`src/rtl/sreg_in_pkg.sv`:
```
// Shared definitions for the serial-to-parallel receiver.
// These definitions take the place of the old sreg_defs.vh include.
package sreg_in_pkg;

    // Flop stages in each input synchroniser.
    localparam int unsigned SYNC_STAGES = 2;

    // Receiver control states. The encodings match the original SR_* values.
    typedef enum logic [1:0] {
        SR_IDLE  = 2'd0,
        SR_SHIFT = 2'd1,
        SR_PUSH  = 2'd2
    } sr_state_e;

endpackage

```
`src/rtl/sreg_sync_edge.sv`:
```
// Multi-flop synchroniser for one asynchronous input.
// It can also produce a one-clock pulse on a rising edge of the synchronised signal.
module sreg_sync_edge #(
    parameter int unsigned STAGES  = 2,
    parameter bit          RST_VAL = 1'b0,
    parameter bit          EDGE_EN = 1'b0
) (
    input  logic clk_i,
    input  logic rst_ni,
    input  logic d_i,
    output logic q_o,
    output logic rise_o
);

    logic [STAGES-1:0] sync_q;
    logic              prev_q;

    // Synchroniser chain, plus a delayed copy of its output for edge detection.
    always_ff @(posedge clk_i or negedge rst_ni) begin
        if (!rst_ni) begin
            sync_q <= {STAGES{RST_VAL}};
            prev_q <= RST_VAL;
        end else begin
            sync_q <= {sync_q[STAGES-2:0], d_i};
            prev_q <= sync_q[STAGES-1];
        end
    end

    assign q_o    = sync_q[STAGES-1];
    assign rise_o = EDGE_EN ? (q_o & ~prev_q) : 1'b0;

endmodule

```
`src/rtl/sreg_in.sv`:
```
// Serial-to-parallel receiver with a small first-word-fall-through output FIFO.
// It assembles WIDTH-bit words from sdata, clocked by sclk and framed by frame_n.
// Each completed word is pushed into the FIFO.
// The FIFO reports empty (isr), sticky overrun and sticky framing errors.
module sreg_in
    import sreg_in_pkg::*;
#(
    parameter int unsigned WIDTH     = 32,
    parameter int unsigned DEPTH     = 2,
    parameter bit          MSB_FIRST = 1'b1
) (
    input  logic             clock,
    input  logic             reset_n,
    input  logic             sdata,
    input  logic             sclk,
    input  logic             frame_n,
    output logic [WIDTH-1:0] rd_data,
    output logic             rd_valid,
    input  logic             rd_ready,
    output logic             isr,
    output logic [2:0]       level,
    output logic             overrun,
    output logic             frame_err,
    input  logic             clr_err
);

    localparam int unsigned CNT_W = $clog2(WIDTH);
    localparam int unsigned PTR_W = $clog2(DEPTH);
    localparam logic [CNT_W-1:0] LAST_BIT = CNT_W'(WIDTH - 1);
    localparam logic [2:0]       FULL_LVL = 3'(DEPTH);

    // ------------------------------------------------------------------
    // Input synchronisers. All three inputs use the same delay, so data and frame stay aligned with the sclk edge pulse.
    // ------------------------------------------------------------------
    logic sdata_s, frame_n_s, sclk_s, sclk_rise;
    logic sdata_rise_unused, frame_rise_unused, sclk_s_unused;

    sreg_sync_edge #(.STAGES(SYNC_STAGES), .RST_VAL(1'b0), .EDGE_EN(1'b0)) u_sync_sdata (
        .clk_i (clock),
        .rst_ni(reset_n),
        .d_i   (sdata),
        .q_o   (sdata_s),
        .rise_o(sdata_rise_unused)
    );

    sreg_sync_edge #(.STAGES(SYNC_STAGES), .RST_VAL(1'b0), .EDGE_EN(1'b1)) u_sync_sclk (
        .clk_i (clock),
        .rst_ni(reset_n),
        .d_i   (sclk),
        .q_o   (sclk_s),
        .rise_o(sclk_rise)
    );

    sreg_sync_edge #(.STAGES(SYNC_STAGES), .RST_VAL(1'b1), .EDGE_EN(1'b0)) u_sync_frame (
        .clk_i (clock),
        .rst_ni(reset_n),
        .d_i   (frame_n),
        .q_o   (frame_n_s),
        .rise_o(frame_rise_unused)
    );

    assign sclk_s_unused = sclk_s;

    // ------------------------------------------------------------------
    // Receive state machine: bit counter and shift register
    // ------------------------------------------------------------------
    sr_state_e        state_q, state_d;
    logic [CNT_W-1:0] cnt_q, cnt_d;
    logic [WIDTH-1:0] shift_q, shift_d;
    logic             push;
    logic             ferr_set;

    // State, bit count and shift register.
    always_ff @(posedge clock or negedge reset_n) begin
        if (!reset_n) begin
            state_q <= SR_IDLE;
            cnt_q   <= '0;
            shift_q <= '0;
        end else begin
            state_q <= state_d;
            cnt_q   <= cnt_d;
            shift_q <= shift_d;
        end
    end

    // Next-state logic.
    // When the frame closes, that takes priority over a coincident sclk edge.
    always_comb begin
        state_d  = state_q;
        cnt_d    = cnt_q;
        shift_d  = shift_q;
        push     = 1'b0;
        ferr_set = 1'b0;
        case (state_q)
            SR_IDLE: begin
                cnt_d = '0;
                if (!frame_n_s) state_d = SR_SHIFT;
            end
            SR_SHIFT: begin
                if (frame_n_s) begin
                    state_d  = SR_IDLE;
                    ferr_set = (cnt_q != '0);
                    cnt_d    = '0;
                end else if (sclk_rise) begin
                    if (MSB_FIRST) shift_d = {shift_q[WIDTH-2:0], sdata_s};
                    else           shift_d = {sdata_s, shift_q[WIDTH-1:1]};
                    if (cnt_q == LAST_BIT) begin
                        cnt_d   = '0;
                        state_d = SR_PUSH;
                    end else begin
                        cnt_d = cnt_q + 1'b1;
                    end
                end
            end
            SR_PUSH: begin
                push    = 1'b1;
                state_d = frame_n_s ? SR_IDLE : SR_SHIFT;
            end
            default: state_d = SR_IDLE;
        endcase
    end

    // ------------------------------------------------------------------
    // FWFT FIFO
    // ------------------------------------------------------------------
    logic [WIDTH-1:0] mem_q [DEPTH];
    logic [PTR_W-1:0] wr_ptr_q, rd_ptr_q;
    logic [2:0]       lvl_q, lvl_d;
    logic             full, pop, wr_en, ovr_set;
    logic             overrun_q, overrun_d, ferr_q, ferr_d;

    function automatic logic [PTR_W-1:0] ptr_inc(input logic [PTR_W-1:0] p);
        return (p == PTR_W'(DEPTH - 1)) ? '0 : p + 1'b1;
    endfunction

    assign full     = (lvl_q == FULL_LVL);
    assign rd_valid = (lvl_q != '0);
    assign pop      = rd_valid & rd_ready;
    // A push into a full FIFO still fits when the same cycle frees a slot.
    assign wr_en    = push & (~full | pop);
    assign ovr_set  = push & full & ~pop;

    // Next occupancy and sticky flags. A new error takes priority over clr_err.
    always_comb begin
        lvl_d = lvl_q;
        case ({wr_en, pop})
            2'b10:   lvl_d = lvl_q + 3'd1;
            2'b01:   lvl_d = lvl_q - 3'd1;
            default: lvl_d = lvl_q;
        endcase
        overrun_d = (overrun_q & ~clr_err) | ovr_set;
        ferr_d    = (ferr_q & ~clr_err) | ferr_set;
    end

    // Pointers, occupancy and sticky error flags.
    always_ff @(posedge clock or negedge reset_n) begin
        if (!reset_n) begin
            wr_ptr_q  <= '0;
            rd_ptr_q  <= '0;
            lvl_q     <= '0;
            overrun_q <= 1'b0;
            ferr_q    <= 1'b0;
        end else begin
            if (wr_en) wr_ptr_q <= ptr_inc(wr_ptr_q);
            if (pop)   rd_ptr_q <= ptr_inc(rd_ptr_q);
            lvl_q     <= lvl_d;
            overrun_q <= overrun_d;
            ferr_q    <= ferr_d;
        end
    end

    // FIFO storage. It is reset so that rd_data reads zero while in reset.
    always_ff @(posedge clock or negedge reset_n) begin
        if (!reset_n) begin
            for (int unsigned i = 0; i < DEPTH; i++) mem_q[i] <= '0;
        end else if (wr_en) begin
            mem_q[wr_ptr_q] <= shift_q;
        end
    end

    assign rd_data   = mem_q[rd_ptr_q];
    assign isr       = ~rd_valid;
    assign level     = lvl_q;
    assign overrun   = overrun_q;
    assign frame_err = ferr_q;

endmodule

```
`config.mk`:
```
export PLATFORM = sky130hd
export DESIGN_NAME = sreg_in
export DESIGN_NICKNAME = d
export VERILOG_FILES = /design/src/rtl/sreg_in_pkg.sv /design/src/rtl/sreg_sync_edge.sv /design/src/rtl/sreg_in.sv
export SDC_FILE = /design/constraint.sdc
export NUM_CORES = 1
export LEC_CHECK = 0
export ABC_AREA = 1
export BUFFER_PORTS_ARGS = -buffer_cell sky130_fd_sc_hd__buf_2
export CORE_ASPECT_RATIO = 0.7
export CORE_UTILIZATION = 51
export CTS_BUF_LIST = sky130_fd_sc_hd__clkbuf_4 sky130_fd_sc_hd__clkbuf_8 sky130_fd_sc_hd__clkbuf_16
export DETAILED_ROUTE_END_ITERATION = 10
export PLACE_DENSITY = 0.73
export SLEW_MARGIN = 20
export SYNTH_ARGS = -nofsm -noshare
export SYNTH_HDL_FRONTEND = slang
export SYNTH_HIERARCHICAL = 1
export SYNTH_SLANG_ARGS = --single-unit
export TNS_END_PERCENT = 30
```
`constraint.sdc`:
```
create_clock -name clock -period 1.74 [get_ports clock]
set_input_delay 0.087 -clock clock [delete_from_list [all_inputs] [get_ports clock]]
set_output_delay 0.087 -clock clock [all_outputs]
set_load 0.005 [all_outputs]
```
==> impl.org <==
** Outcome
- The flow ran to the end, and the final reports show no timing, DRC or antenna violations.

** Critical path
- Slowest stage delay, CP :: 370 ps
- The setup path with the least slack is of type flip-flop to flip-flop.
- The most critical setup path has its startpoint at level[2]$_DFFE_PN0P_.
- Number of cells on the critical path :: 10
- On the critical path the largest part of the delay comes from adder cells.
- Walking the worst path, the cells encountered are inv_1 -> nand3_2 -> nand2_2 -> inv_2 -> ha_4 -> inv_2 -> fa_2 -> nand2_1 -> nand3b_1 -> xor2_1.
- Number of buffer and inverter instances along the worst setup path :: 3
- CP dominant cell by count :: inv_2
- For this design, the slowest cell found on the critical path is dfrtp_1.
- In this run the worst path has a maximum fanout of 3.
- Critical path data required time :: roughly 2000 ps
- The startpoint identified for the worst register-to-register timing path is level[2]$_DFFE_PN0P_.
- Worst reg2reg path depth :: 10
- The worst setup path is captured at a flip-flop.
- STA puts the critical path data arrival time at around 2000 ps.
- Element type at the critical path start :: flip-flop

** Timing
- Setup repair after global routing missed its margin :: yes
- Hold violation count in the final report :: 0
- Number of setup violations in the final report :: 0
- Highest clock rate :: 575 MHz
- Final Skew :: 9.36 ps
- The max-slew violation count is 0.
- Setup total negative slack on the finished layout was measured at 0 ps.
- On the final layout, the worst hold slack is between 80 and 90 ps.
- Portion of the clock cycle consumed by the worst path in the final layout :: 99.9%
- Headroom to the max-slew limit came out at 67.7%.
- After layout, the minimum clock period comes to 1740 ps.
- Worst-Margin Slew :: 485 ps

** Routing
- After detailed routing, the number of vias per cell comes to 5.50.
- The detail route stage leaves a number of antenna-violating nets equal to 0.
- The first routing iteration left 346 violations.
- Average wire per cell in the routed design :: 15.5 um
- Number of search-and-repair iterations in the first detailed-routing pass :: 4
- Via count :: 4506
- Routed WL :: 12.7 mm
- DRC violations left :: 0

** Floorplanning
- In this run the standard cell core region covers between 9000 and 10000 sq um.
- Boundary pin count :: 46
- Height of the chip :: 87.0 um
- From left edge to right edge, the die measures 123 um.
- Initial Utilization :: ~53%
- The floorplan step defined a die boundary enclosing 10700 sq um.
- Cell row count :: 30

** Power
- In this run the power density over the cells is roughly 1200 nW/um^2.
- Of the total power, the share spent switching nets is 26.6%.
- Proportion of power drawn by the clock network :: a little under half
- Net switching power :: roughly 0.002 W
- The design draws between 0.007 and 0.008 W.
- Proportion of power drawn by combinational gates :: 14.5%
- Leakage power total :: 3.60 nW
- The share of total power dissipated in sequential elements is 39.5%.
- The internal power of the cells totals approximately 0.0054 W.
- VDD sags by at most 621 uV.

** Cells and area
- Relative to the synthesized area, the layout overhead comes to 20.2%.
- After the last flow step, the layout net total stands at 691.
- Number of filler cells placed in the layout :: 795
- The finished layout holds 820 standard cells, fillers aside.
- Antenna diode count :: 0
- Fraction of layout cells with a size suffix above 1 :: 16.9%

** Global routing
- The first global-routing pass estimated 20.9 mm of wire.
- The number of global-route vias before repair was around 4200.
- Entering global routing, the biggest net connects 68 pins.
- Gr usage total :: 25.8%
- Summed over all layers, the global routing overflow is 0.
- The initial antenna violation count came to 0.

** Placement
- During placement, the flow inserted port buffers numbering 45.
- The congestion estimate from routability-driven global placement came to 0.806.
- Once placement completed, the tool counted placed cells totaling 781.
- The HPWL after detailed placement is 7.36 mm.

** Worst hold path
- Along the worst hold path, the cell count comes to 4.
- The min-delay analysis places its worst path in the category input pin to flip-flop.
- The worst hold path begins at rd_ready.

** Clock tree
- TritonCTS sink count :: 117
- Clock transition at the registers of the reported paths :: 50 ps
- Clk buf depth :: 2
- Clock latency on the worst-skew pair, taken at its later pin, is 410 ps.
- The H-tree generated during clock tree synthesis spans 4 levels.
- Clock tree from TritonCTS :: done
- The tree is rooted in a clkbuf_16.
- In this run, CTS created clock tree buffers numbering 17.

** Job
- Max-cap violations in this run came to 0.

** Logic synthesis
- During synthesis, Yosys emitted a total of 6 warnings.
- Number of cells produced by synthesis :: around 630
- Combined area of all synthesized cells :: 5260 sq um
- Net count of the mapped netlist :: 644
- A synthesized cell averages 8.32 sq um.
registers in the layout, summed over array words and instances (netlist names), 2 cells and up:
signal and flops:
u_sync_sdata/sync_q 2, u_sync_frame/sync_q 2, level 3, u_sync_sclk/sync_q 2
cnt_q 5, shift_q 32, mem_q 64, state_q 2
cell usage in the layout (no fill, tap or decap), types with 6 or more instances in the layout:
master	count
nand3_1	41
buf_2	44
inv_2	6
inv_1	17
buf_12	6
nand2_1	311
nand4_1	66
buf_4	16
dfrtp_1	115
nor2_1	6
clkbuf_16	17
power by group through the flow:
stage | registers (W) | clock network (W) | logic [W]
final | 0.00290 | 0.00338 | 0.00106
after global routing | 0.00291 | 0.00355 | 0.00114
after CTS | 0.00289 | 0.00342 | 0.00105
after detailed placement | 0.00295 | 0 | 0.000966
after global placement | 0.00295 | 0 | 0.000909
after floorplan | 0.00293 | 0 | 0.000556
tightest hold or removal path, cell delays in order:
cell	delay [ps]
buf_2	120
nand2_2	90
buf_4	110
xor2_1	50
timing repair:
action | 4_1_cts | 5_1_grt
endpoints found under the setup margin | 2 | 45
resized for setup | 4 | 1
hold buffers | 5 | 0
setup buffers | 2 | 0
endpoints found under the hold margin | 36 | 0
stage by stage:
stage,area [sq um],util [%],setup slack (ps)
2_1_floorplan,5300,-,12.7
3_3_place_gp,5660,57.4,87.9
6_report,6320,64.0,1.45
3_5_place_dp,5660,57.4,-93.7
4_1_cts,6320,64.0,20.7
5_1_grt,6320,64.0,-60.0
final timing paths:
kind	endpoint	slack, ps
worst min register to register	u_sync_sclk/sync_q[1]$_DFF_PN0_	350
max in group asynchronous	mem_q[38]$_DFFE_PN0P_	950
worst max-delay path	level[2]$_DFFE_PN0P_	1
worst min-delay path	rd_ptr_q$_DFFE_PN0P_	90
min in group asynchronous	mem_q[34]$_DFFE_PN0P_	180
worst max register to register	level[2]$_DFFE_PN0P_	1
layer usage:
layer	track usage [%]	routed length (um)
met5	0	0
met3	6.09	616
met1	33.9	5800
met2	42.5	6160
met4	8.21	139
cell type report:
class / count / area [sq um] / share of cell area (%)
clock inverter: 5 / 50.0 / 0.792
clock buffer: 27 / 532 / 8.41
inverter: 24 / 90.1 / 1.42
sequential: 117 / 2930 / 46.3
multi-input combinational: 447 / 2040 / 32.2
timing repair buffer: 72 / 522 / 8.25
tap: 128 / 160 / 2.53
No activity file was read; power rests on OpenSTA's default activity.
